--- config.mk ---
export PLATFORM = sky130hd
export DESIGN_NAME = prince_sbox_cms_sched
export DESIGN_NICKNAME = d
export VERILOG_FILES = /design/src/rtl/prince_sbox_cms_sched.sv
export SDC_FILE = /design/constraint.sdc
export NUM_CORES = 1
export LEC_CHECK = 0
export CAP_MARGIN = 0
export CORE_UTILIZATION = 49
export CTS_CLUSTER_SIZE = 24
export DETAILED_ROUTE_END_ITERATION = 16
export GPL_TIMING_DRIVEN = 1
export PLACE_DENSITY = 0.79
export SYNTH_ARGS = -nofsm -noshare
export SYNTH_HDL_FRONTEND = slang
export SYNTH_SLANG_ARGS = --single-unit
--- constraint.sdc ---
create_clock -name clk -period 2.6 [get_ports clk]
set_input_delay 0.39 -clock clk [delete_from_list [all_inputs] [get_ports clk]]
set_output_delay 0.39 -clock clk [all_outputs]
set_load 0.01 [all_outputs]
--- src/rtl/prince_sbox_cms_sched.sv ---
// Nibble-serial scheduler sharing one two-share CMS PRINCE Sbox core across 16 nibbles; SCHED_ZEROIZE_EN adds a CLEAR wipe cycle.
// Latency: accept -> out_valid after 17+SBOX_LAT cycles; one nibble issued per cycle, Sbox pipeline never stalled.
// Backpressure: in_ready only in IDLE; result held stable in DONE until out_ready, no pause mid-pass.
module prince_sbox_cms_sched #(
    parameter int SBOX_LAT = 2
) (
    input  logic        clk,
    input  logic        rst,
    input  logic        in_valid,
    output logic        in_ready,
    input  logic [63:0] in_sh0,
    input  logic [63:0] in_sh1,
    output logic        sb_in_valid,
    output logic [3:0]  sb_in_sh0,
    output logic [3:0]  sb_in_sh1,
    input  logic [3:0]  sb_out_sh0,
    input  logic [3:0]  sb_out_sh1,
    output logic        out_valid,
    input  logic        out_ready,
    output logic [63:0] out_sh0,
    output logic [63:0] out_sh1,
    output logic        busy
);

    localparam logic [2:0] S_IDLE  = 3'd0;
    localparam logic [2:0] S_FEED  = 3'd1;
    localparam logic [2:0] S_DRAIN = 3'd2;
    localparam logic [2:0] S_DONE  = 3'd3;
`ifdef SCHED_ZEROIZE_EN
    localparam logic [2:0] S_CLEAR = 3'd4;
`endif

    logic [2:0]          state;
    logic [63:0]         st_sh0;
    logic [63:0]         st_sh1;
    logic [3:0]          issue_cnt;
    logic [3:0]          coll_cnt;
    logic [SBOX_LAT-1:0] vsr;
    logic [3:0]          issue_nxt;
    logic                collect;

    assign issue_nxt = issue_cnt + 4'd1;
    // The tail of vsr marks the cycle when the nibble issued SBOX_LAT cycles ago appears at sb_out.
    assign collect   = vsr[SBOX_LAT-1] && ((state == S_FEED) || (state == S_DRAIN));
    assign in_ready  = (state == S_IDLE);
    assign out_valid = (state == S_DONE);
    assign busy      = (state != S_IDLE);

    always_ff @(posedge clk) begin
        if (rst) begin
            state       <= S_IDLE;
            st_sh0      <= '0;
            st_sh1      <= '0;
            issue_cnt   <= '0;
            coll_cnt    <= '0;
            vsr         <= '0;
            sb_in_valid <= 1'b0;
            sb_in_sh0   <= '0;
            sb_in_sh1   <= '0;
            out_sh0     <= '0;
            out_sh1     <= '0;
        end else begin
            vsr[0] <= sb_in_valid;
            for (int j = 1; j < SBOX_LAT; j++) begin
                vsr[j] <= vsr[j-1];
            end

            // Both shares of a nibble are written in the same cycle; they are never combined.
            if (collect) begin
                out_sh0[{coll_cnt, 2'b00} +: 4] <= sb_out_sh0;
                out_sh1[{coll_cnt, 2'b00} +: 4] <= sb_out_sh1;
                coll_cnt                        <= coll_cnt + 4'd1;
            end

            case (state)
                S_IDLE: begin
                    if (in_valid) begin
                        st_sh0      <= in_sh0;
                        st_sh1      <= in_sh1;
                        issue_cnt   <= '0;
                        coll_cnt    <= '0;
                        sb_in_valid <= 1'b1;
                        sb_in_sh0   <= in_sh0[3:0];
                        sb_in_sh1   <= in_sh1[3:0];
                        state       <= S_FEED;
                    end
                end
                S_FEED: begin
                    issue_cnt <= issue_nxt;
                    if (issue_cnt == 4'd15) begin
                        sb_in_valid <= 1'b0;
                        state       <= S_DRAIN;
                    end else begin
                        sb_in_sh0 <= st_sh0[{issue_nxt, 2'b00} +: 4];
                        sb_in_sh1 <= st_sh1[{issue_nxt, 2'b00} +: 4];
                    end
                end
                S_DRAIN: begin
                    if (collect && (coll_cnt == 4'd15)) begin
                        state <= S_DONE;
                    end
                end
                S_DONE: begin
                    if (out_ready) begin
`ifdef SCHED_ZEROIZE_EN
                        state <= S_CLEAR;
`else
                        state <= S_IDLE;
`endif
                    end
                end
`ifdef SCHED_ZEROIZE_EN
                S_CLEAR: begin
                    st_sh0    <= '0;
                    st_sh1    <= '0;
                    out_sh0   <= '0;
                    out_sh1   <= '0;
                    sb_in_sh0 <= '0;
                    sb_in_sh1 <= '0;
                    state     <= S_IDLE;
                end
`endif
                default: state <= S_IDLE;
            endcase
        end
    end

endmodule

==> run metrics <==
status finished, final reports clean; combinational family with the most area after synthesis simple AND/OR/NAND/NOR gates; clock-pin slew of the registers on the worst-case setup and hold paths 0.06 ns; Tightest Pin Transition 0.810 ns; via/cell ratio 5.45; Slew HR 44.4%; fin nets between 1500 and 2000; Synth Flop Type dfxtp_1; simple-gate share of the synthesized area 19.3%; initial antenna violation count 1; die area 23700 um2; fmax 408 MHz; n_diodes 0; Synth Area in XOR/XNOR 0.597%; clock latency on the worst-skew pair approximately 0.55 ns; first-pass GRT wire length 50200 um; fin crit period 2.45 ns; Seq/Total Area, Yosys 49.0%; worst vdd ir roughly 0.58 mV; EDFF count, synth 0; area post-placement 14500 um2; pwr/cell area 783 nW/um2; Final Max Slew Viols 0; H-tree levels 1; Fillers 1772; FF+latch count, synth 277; Post-Syn Instances 1283; Setup TNS Final 0 ns; Layout Skew 0.0143 ns; Die X 154 um; ys async rst share 0%; share of cells above drive strength 1 9.25%; placer congestion estimate around 0.86; antenna-violating nets left 0; WL per Instance around 17 um; P_leak 5.88 nW; syn nets 1433; routed wire length 31700 um; post-synthesis compound-gate area fraction 10.6%; post-CTS setup buffers 0; post-synthesis mux area share around 15%; Syn Area/Cell 8.82 um2; max cap viols 0; Netlist Area Pre-Place 11300 um2; core area 22600 um2; Site Rows 55; hold buffer count at cts 0; # port buffers 279; total CTS buffers 29; synth unique cells 44; top post-synthesis cells by area dfxtp_1 49%, nand2_1 10%, mux2i_1 9.0%; RSZ-0062 raised after global routing false; fin area 15600 um2; IO Pins between 200 and 300; drt first pass iters 7; Final setup viols 0; Critical Path Start Type flip-flop; Hold Crit Class primary input to flip-flop; Remaining Overflow, GRT 0; initial drt markers ~540; most frequent cell after synthesis nand2_1; Worst EP required around 2.2 ns; Starting Density 50.0%; synthesis-to-layout area growth 37.6%; Commonest cells post-synth 315 x nand2_1, 277 x dfxtp_1, 175 x a21oi_1; fin crit share 94.2%; TritonCTS clock tree yes; Yosys warnings 0; pin count of the biggest net entering global routing 106; total track usage 26.3%; CP max FO 8; Non-Filler Instances 1841; CP Capture Type primary output; WHS around 0.39 ns; Final Hold Viols 0; largest area contributor in the netlist dfxtp_1; Final Core Density 68.8%; CTS sink cnt 277; number of global-route vias before repair 9724; Post-Synth Adder-Cell Area about 1.1%; Vias 10000; Crit Path Category flip-flop to primary output; post-CTS resize count 0; chip height 154 um; WP data arrival 2.06 ns; Detailed Place HPWL 22000 um; Max clock buf depth 3; Yosys top cell area share slightly below 50%; Placed Instances 1787; CTS root buf clkbuf_16; DRC 0
[routing by layer]
metal  global-route usage, %  vias to the layer above  wire (um)
met3                    4.82                       68       2120
li1                        -                     4846          -
met1                    32.4                     4732      12800
met5                       0                        -         14
met2                    45.6                      393      15600
met4                    10.3                        2       1040
[worst max-delay path, cell delays in order, from the launching register on]
cell and delay [ns]:
dfxtp_1 0.42, inv_1 0.10, ha_1 0.36, inv_1 0.10, clkdlybuf4s50_1 0.54
[kinds of logic (layout without fill, tap and decap cells)]
logic type	Yosys count	after routing
flops	277	277
simple gates	516	516
compound gates	224	224
fa+ha+maj	10	10
buf+inv	116	389
xor+xnor	6	6
mux	134	134
[power breakdown]
group,leakage [nW],internal (W),total (W),switching (W)
logic,3.09,0.00119,0.00270,0.00151
registers,2.25,0.00468,0.00491,0.000238
clock network,0.534,0.00287,0.00458,0.00171
[cell usage in the layout (no fill, tap or decap), types with 2 or more instances in the layout]
master,n
mux2i_1,102
o21a_1,2
and3_1,14
or2_2,6
or2_0,2
dfxtp_1,276
a22oi_1,10
o21ai_0,22
clkbuf_16,29
a31oi_1,2
clkdlybuf4s50_1,278
buf_12,7
nor2b_1,6
a311oi_1,8
inv_1,16
ha_1,9
or3_1,10
buf_4,33
bufinv_16,6
nor3_1,4
clkbuf_8,9
nor2_1,109
clkbuf_1,3
clkinv_2,5
or2b_1,2
nor4_4,2
a21oi_1,175
nand4_1,6
nand3_1,28
mux4_2,32
xor2_1,3
nand2b_1,2
nand2_1,314
[path summary, 6_finish.rpt]
path                     from           to  slack, ns  depth (start not counted)
hold reg to reg   out_sh0[46]  out_sh0[46]       0.45                          2
setup / recovery     state[0]         busy       0.15                          4
setup reg to reg  coll_cnt[0]   out_sh1[2]       0.21                          7
hold / removal     in_sh0[10]   st_sh0[10]       0.39                          3
[final cells by class]
type	count	area, um2	share of cell area, %
Sequential cell	277	5550	35.6
Multi-Input combinational cell	890	5350	34.3
Tap cell	285	357	2.29
Timing Repair Buffer	319	3180	20.4
Clock buffer	40	847	5.44
Inverter	16	60.1	0.386
Clock inverter	14	233	1.49
[sequential cells by signal (all words and copies together) (netlist names)]
signal and count:
vsr 2, sb_in_valid 1, out_sh0 64, state 2, coll_cnt 4, out_sh1 64
issue_cnt 4, sb_in_sh0 4, st_sh0 64, st_sh1 64, sb_in_sh1 4
[per-stage QoR]
step	power, W	setup slack [ns]
final	0.0122	0.151
after global routing	0.0127	0.0325
after CTS	0.0123	0.140
after detailed placement	0.00769	0.233
after global placement	0.00761	0.343
after floorplan	0.00663	0.354
Note: power is estimated with default switching activity, not from simulation.
